$ cat config.mk
export PLATFORM = sky130hd
export DESIGN_NAME = regwrite_sched
export DESIGN_NICKNAME = d
export VERILOG_FILES = /design/src/rtl/regwrite_sched.sv
export SDC_FILE = /design/constraint.sdc
export NUM_CORES = 1
export LEC_CHECK = 0
export CELL_PAD_IN_SITES_DETAIL_PLACEMENT = 1
export CELL_PAD_IN_SITES_GLOBAL_PLACEMENT = 1
export CORE_MARGIN = 5
export CORE_UTILIZATION = 40
export DETAILED_ROUTE_END_ITERATION = 10
export GPL_TIMING_DRIVEN = 0
export PLACE_DENSITY = 0.84
export SLEW_MARGIN = 20
export SYNTH_ARGS = -nofsm -noshare
export SYNTH_HDL_FRONTEND = slang
export SYNTH_SLANG_ARGS = --single-unit
$ cat constraint.sdc
create_clock -name clock -period 6.3 [get_ports clock]
set_input_delay 1.26 -clock clock [delete_from_list [all_inputs] [get_ports clock]]
set_output_delay 1.26 -clock clock [all_outputs]
set_load 0.005 [all_outputs]
$ cat src/rtl/regwrite_sched.sv
`default_nettype none
// ============================================================================
//  Module   : regwrite_sched
//  Purpose  : Serialises up to two writebacks per cycle onto a single
//             register-file write port through a circular pending-write
//             FIFO, with a decode-stage lookup over pending entries.
//  Revision : 1.0  initial release
// ============================================================================
module regwrite_sched #(
  parameter int DEPTH = 4
) (
  input  logic                     clock,
  input  logic                     ctrl_reset,
  input  logic                     in0_valid,
  input  logic [4:0]               in0_reg,
  input  logic [31:0]              in0_data,
  input  logic                     in1_valid,
  input  logic [4:0]               in1_reg,
  input  logic [31:0]              in1_data,
  output logic                     in_ready,
  output logic                     ctrl_writeEnable,
  output logic [4:0]               ctrl_writeReg,
  output logic [31:0]              ctrl_writeData,
  input  logic [4:0]               q_reg,
  output logic                     q_hit,
  output logic [31:0]              q_data,
  output logic [$clog2(DEPTH):0]   count
);

  localparam int PTR_W = $clog2(DEPTH);
  localparam int CNT_W = PTR_W + 1;

  logic [4:0]       ent_reg  [DEPTH];
  logic [31:0]      ent_data [DEPTH];
  logic [PTR_W-1:0] rd_ptr;
  logic [PTR_W-1:0] wr_ptr;
  logic [PTR_W-1:0] wr_ptr_lane1;
  logic [CNT_W-1:0] cnt;
  logic [CNT_W-1:0] num_push;
  logic             lane_conflict;
  logic             push0;
  logic             push1;
  logic             pop;

  // Acceptance, lane filtering and pointer arithmetic for this edge.
  always_comb begin
    in_ready      = (cnt <= CNT_W'(DEPTH - 2));
    // Same destination on both lanes: the younger lane supersedes the older.
    lane_conflict = in0_valid && in1_valid && (in0_reg == in1_reg);
    push0         = in_ready && in0_valid && (in0_reg != 5'd0) && !lane_conflict;
    push1         = in_ready && in1_valid && (in1_reg != 5'd0);
    num_push      = CNT_W'(push0) + CNT_W'(push1);
    wr_ptr_lane1  = push0 ? (wr_ptr + PTR_W'(1)) : wr_ptr;
    pop           = (cnt != '0);
  end

  // FIFO storage, pointers and occupancy; reset discards every pending entry.
  always_ff @(posedge clock or posedge ctrl_reset) begin
    if (ctrl_reset) begin
      rd_ptr <= '0;
      wr_ptr <= '0;
      cnt    <= '0;
      for (int i = 0; i < DEPTH; i++) begin
        ent_reg[i]  <= '0;
        ent_data[i] <= '0;
      end
    end else begin
      if (push0) begin
        ent_reg[wr_ptr]  <= in0_reg;
        ent_data[wr_ptr] <= in0_data;
      end
      if (push1) begin
        ent_reg[wr_ptr_lane1]  <= in1_reg;
        ent_data[wr_ptr_lane1] <= in1_data;
      end
      wr_ptr <= wr_ptr + PTR_W'(num_push);
      rd_ptr <= rd_ptr + PTR_W'(pop);
      cnt    <= cnt - CNT_W'(pop) + num_push;
    end
  end

  // Write port presents the head entry whenever the FIFO is non-empty.
  always_comb begin
    ctrl_writeEnable = pop;
    ctrl_writeReg    = pop ? ent_reg[rd_ptr]  : 5'd0;
    ctrl_writeData   = pop ? ent_data[rd_ptr] : 32'd0;
    count            = cnt;
  end

  // Lookup walks occupied entries oldest to youngest so the youngest match wins.
  always_comb begin
    q_hit  = 1'b0;
    q_data = 32'd0;
    for (int i = 0; i < DEPTH; i++) begin
      logic [PTR_W-1:0] idx;
      idx = rd_ptr + PTR_W'(i);
      if ((q_reg != 5'd0) && (CNT_W'(i) < cnt) && (ent_reg[idx] == q_reg)) begin
        q_hit  = 1'b1;
        q_data = ent_data[idx];
      end
    end
  end

endmodule
`default_nettype wire
Word level (Yosys, flattened, before mapping)

Index checks and enable logic that the tools add are counted.
W data, S select, Z words.

Add/sub/neg operators: 9
Equality and inequality tests: 5
Bitwise logic cells: 6
Reduce and logical (&&, ||, !) cells: 22
Mux-type cells: 51
Magnitude comparators: 13

Operators with widths:

| operator              | count |
|---|---|
| $mux W32              | 15 |
| $bmux W32 S2          | 4 |
| $bwmux W128           | 2 |
| $mux W128             | 2 |
| $demux W32 S2         | 2 |
| $mux W5               | 11 |
| $bmux W5 S2           | 4 |
| $bwmux W20            | 2 |
| $mux W20              | 2 |
| $eq A5 B5 Y1          | 5 |
| $demux W5 S2          | 2 |
| $ge A3 B3 Y1 const B  | 6 |
| $not A2 Y3            | 6 |
| $logic_and A1 B1 Y1   | 17 |
| $reduce_bool A5 Y1    | 3 |
| $lt A1 B3 Y1 const A  | 2 |
| $lt A2 B3 Y1 const A  | 2 |
| $lt A3 B1 Y1 const B  | 2 |
| $add A2 B1 Y2 const B | 2 |
| $add A2 B2 Y2 const B | 2 |
| $mux W1               | 4 |
| $add A3 B2 Y3         | 1 |
| $le A3 B2 Y1 const B  | 1 |
| $reduce_bool A3 Y1    | 1 |
| other kinds (6)       | 6 |

Word-level logic and storage cells: 117
Bits in registers: 155
Input port bits: 83

Longest topological paths before layout

Depth after elaboration: 12
Depth in mapped cells: 13
Depth with buffers taken out: 12

Worst setup path after synthesis

Ideal clock, no wire load.

Path type: input -> output
From: input q_reg[0]
To: output q_data[10]
Data arrival time: 2.990 ns
Cell stages on the path: 9
Setup slack: 2.050 ns
Data required time: 5.040 ns
Path through: clkbuf_1 -> nor3_1 -> a211o_1 -> a211o_1 -> buf_6 -> nor2_8 -> buf_12 -> mux2i_1 -> o32ai_1

Word-level cells in the longest chain between the ends: 7
Elaborated cells between the ends (all ways): 17

RTL lines:

| what                              | line | text |
|---|---|---|
| start, declared                   | 24   | `input logic [4:0] q_reg,` |
| $reduce_bool A5 Y1                | 97   | `if ((q_reg != 5'd0) && (CNT_W'(i) < cnt) && (ent_reg[idx] == q_reg)) begin` |
| $logic_and A1 B1 Y1 (2 in series) | 97   |  |
| $mux W32 (3 in series)            | 97   |  |
| $mux W32 (*)                      | 97   |  |
| end, declared                     | 26   | `output logic [31:0] q_data,` |

Mark *: on every way between the ends. The rest lies on a longest branch, timed or not.

Worst setup path in the final report

From: register rd_ptr[1]
To: output q_data[1]

Word-level cells in the longest chain between the ends: 10
Elaborated cells between the ends (all ways): 43

RTL lines:

| what                                                                   | line       | text |
|---|---|---|
| start, declared                                                        | 35         | `logic [PTR_W-1:0] rd_ptr;` |
| start signal, assigned                                                 | 77         | `rd_ptr <= rd_ptr + PTR_W'(pop);` |
| $add A2 B1 Y2 / $not A2 Y3 (equally long branches)                     | 96, 97, 99 |  |
| $not A2 Y3 (implied by the code) / $bmux W5 S2 (equally long branches) | 97, 99     |  |
| $bmux W5 S2 / $mux W5 (equally long branches)                          | 97         |  |
| $mux W5 (implied by the code)                                          | 97         |  |
| $mux W5 (implied by the code) / $eq A5 B5 Y1 (equally long branches)   | 97         |  |
| $eq A5 B5 Y1 / $logic_and A1 B1 Y1 (equally long branches)             | 97         |  |
| $logic_and A1 B1 Y1 / $mux W32 (equally long branches)                 | 97         |  |
| $mux W32 (2 in series)                                                 | 97         |  |
| $mux W32 (*)                                                           | 97         |  |

Mark *: on every way between the ends. The rest lies on a longest branch, timed or not. The select of a mux whose other input is x is not followed.

==> impl_metrics.env <==
export IMPL_cts_tree="done"
export IMPL_routedWlPerCell_um=28.0
export IMPL_clock_latency_ps=460
export IMPL_wirelength_um=54600
export IMPL_synth_edf_count=0
export IMPL_postLayoutCellArea_mm2=0.0163
export IMPL_min_from="rd_ptr[0]"
export IMPL_drt_initial_drc_count=1068
export IMPL_utilization_pct=48.7
export IMPL_io_buffers=152
export IMPL_grt_setup_unrepaired="false"
export IMPL_critPathSlowestCell="clkdlybuf4s50_1"
export IMPL_overflow=0
export IMPL_htree_num_levels=4
export IMPL_timing_final_ws_setup_ps=258
export IMPL_synth_seq_cells=155
export IMPL_drt_pass1_iterations=5
export IMPL_yosys_area_share_simple_pct=7.45
export IMPL_yosysMostFrequentCell="mux2_2"
export IMPL_layout_nets=1582
export IMPL_finClkSkew_ps=5.98
export IMPL_slew_headroom_pct=34.8
export IMPL_max_cap_violations=0
export IMPL_crit_path_start_kind="flip-flop"
export IMPL_p_comb_share_pct=68.9
export IMPL_synth_top_cell_area_share_pct=30.1
export IMPL_status="complete, no violations"
export IMPL_synth_area_leaders="mux2_2 30%, dfrtp_1 28%, mux2i_1 9.4%"
export IMPL_die_area_mm2=0.0378
export IMPL_crit_arrival_ps=4780
export IMPL_grt_pass1_vias=13550
export IMPL_r2r_start="count[2]"
export IMPL_grt_max_degree=79
export IMPL_post_route_min_period_ps=6040
export IMPL_switching_share_pct=47.3
export IMPL_via_count=12668
export IMPL_reg2reg_slack_ps=2380
export IMPL_syn_avg_cell_area_um2=10.3
export IMPL_antenna_found_initial=2
export IMPL_place_area_mm2=0.0157
export IMPL_ys_types=51
export IMPL_critPathMaxFanout=10
export IMPL_ys_top_cells_by_count="364 x mux2_2, 155 x dfrtp_1, 128 x mux2i_1"
export IMPL_drive_above_1_share_pct=33.2
export IMPL_p_leak_nw=6.40
export IMPL_synth_adder_area_share_pct=1.07
export IMPL_grt_usage_pct=27.6
export IMPL_hp_class="flip-flop to flip-flop"
export IMPL_syn_cell_area_mm2=0.0136
export IMPL_numCtsBuffers=17
export IMPL_postRouteAntennaNets=0
export IMPL_dp_hpwl_um=38100
export IMPL_critical_path_required_ps=5040
export IMPL_critPathMostFrequentCell="buf_2"
export IMPL_ys_flop_type="dfrtp_1"
export IMPL_dp_cells=1917
export IMPL_finalSetupTns_ps=0
export IMPL_muxShareOfSynthArea_pct=42.7
export IMPL_finalNonFillerCells=1951
export IMPL_worst_pin_slew_ps=978
export IMPL_drc=0
export IMPL_min_delay_path_depth=1
export IMPL_core_area_mm2=0.0335
export IMPL_crit_type="flip-flop to output port"
export IMPL_die_w_um=194
export IMPL_crit_path_end_kind="output port"
export IMPL_largest_reg_flops=128
export IMPL_p_clk_share_pct=10.7
export IMPL_numClockSinks=155
export IMPL_yosys_warnings=0
export IMPL_synth_seq_area_share_pct=28.5
export IMPL_synth_xor_area_share_pct=1.80
export IMPL_pwr_share_seq_pct=20.4
export IMPL_rows=67
export IMPL_place_gp_congestion=0.978
export IMPL_max_freq_ghz=0.166
export IMPL_timing_hold_ws_ps=589
export IMPL_peakVddDrop_mv=0.348
export IMPL_grt_pass1_wl_um=81700
export IMPL_p_per_area_mw_per_mm2=618
export IMPL_die_y_um=194
export IMPL_start_util_pct=40.6
export IMPL_timing_final_crit_share_pct=95.9
export IMPL_root_buffer="clkbuf_16"
export IMPL_syn_nets=1410
export IMPL_p_switching_mw=4.78
export IMPL_ioPinCount=158
export IMPL_p_int_mw=5.32
export IMPL_max_stage_delay_ps=620
export IMPL_vias_per_cell=6.49
export IMPL_cts_buffer_depth=2
export IMPL_holdPathEnd="rd_ptr[0]"
export IMPL_clk_pin_slew_ps=70
export IMPL_finalPower_mw=10.1
export IMPL_syn_inst=1316
export IMPL_drv_slew=0
export IMPL_r2r_end="count[2]"
export IMPL_pre_cts_ws_ps=576
export IMPL_ff2ff_path_depth=11
export IMPL_ys_async_sr_fraction_pct=100
export IMPL_setup_viol=0
export IMPL_hold_violations=0
export IMPL_synth_top_area_cell="mux2_2"
export IMPL_synth_compound_area_share_pct=13.8
export IMPL_syn_to_final_growth_pct=19.9
export IMPL_worstPathCellList="buf_2 -> buf_2 -> buf_2 -> mux4_2 -> xnor2_1 -> nand4_1 -> nor3_2 -> buf_2 -> mux2i_1 -> o32ai_1 -> clkdlybuf4s50_1"
export IMPL_synth_top_family_by_area="multiplexers"
==> power groups by stage <==
stage               clock [mW]  sequential [mW]  combinational (mW)
detailed placement           0             2.04                6.72
global placement             0             1.98                6.48
CTS                       1.08             2.03                6.80
finish                    1.08             2.06                6.96
floorplan                    0             1.85                4.46
global route              1.12             2.11                7.32
==> routing by layer <==
layer  up-vias  track usage (%)  part of all wire [%]
met3       226             5.99                   7.9
met5         -                0                     0
met2       722             45.4                    47
met4         0             14.7                   5.6
li1       5313                -                     -
met1      6407             34.0                    40
==> cell families (layout without fill, tap and decap cells) <==
kind of cell    Yosys count  count (layout)
flops                   155             155
fa+ha+maj                11              11
compound gates          251             251
mux                     511             511
xor+xnor                 28              28
buf+inv                 132             317
simple gates            228             228
other cells               0               2
==> how the worst max path moves through the flow <==
stage / cells after the start / end / slack (ps) / startpoint
after floorplan: 1 / count[0] / 860 / ctrl_reset
after global placement: 2 / ent_data[114] / -1440 / ctrl_reset
after detailed placement: 11 / q_data[10] / 580 / rd_ptr[1]
after CTS: 11 / q_data[10] / 100 / rd_ptr[1]
after global routing: 11 / q_data[28] / 120 / rd_ptr[1]
final: 11 / q_data[1] / 260 / rd_ptr[1]
==> cell type report <==
| cell class | count | area (um2) |
|---|---|---|
| Antenna cell | 2 | 5.00 |
| Buffer | 121 | 598 |
| Clock buffer | 17 | 425 |
| Clock inverter | 15 | 155 |
| Fill cell | 3702 | 17200 |
| Inverter | 11 | 48.8 |
| Multi-Input combinational cell | 1029 | 9100 |
| Sequential cell | 155 | 3880 |
| Tap cell | 448 | 561 |
| Timing Repair Buffer | 153 | 1550 |
==> worst max-delay path: cells and delay by family (launching register included) <==
family	cells	cell delay, ps
flops	1	370
compound gates	1	540
mux	2	490
buf+inv	5	1960
xor+xnor	1	180
simple gates	2	770
==> cell usage in the layout (no fill, tap or decap), types with 19 or more instances in the layout <==
cell type        instances
mux2_2                 364
dfrtp_1                155
clkdlybuf4s50_1        152
mux2i_1                128
nor2_1                 121
a211oi_1                75
clkbuf_1                54
buf_2                   52
nand2_1                 38
a21oi_1                 34
o21ai_0                 32
nor3_1                  27
xnor2_1                 20
o211ai_1                19
==> repair_timing <==
item | CTS | global route
gates resized for setup | 0 | 1
endpoints found under the setup margin | 0 | 11
hold buffers | 0 | 0
setup buffers | 0 | 0
Note: power is estimated with default switching activity, not from simulation.
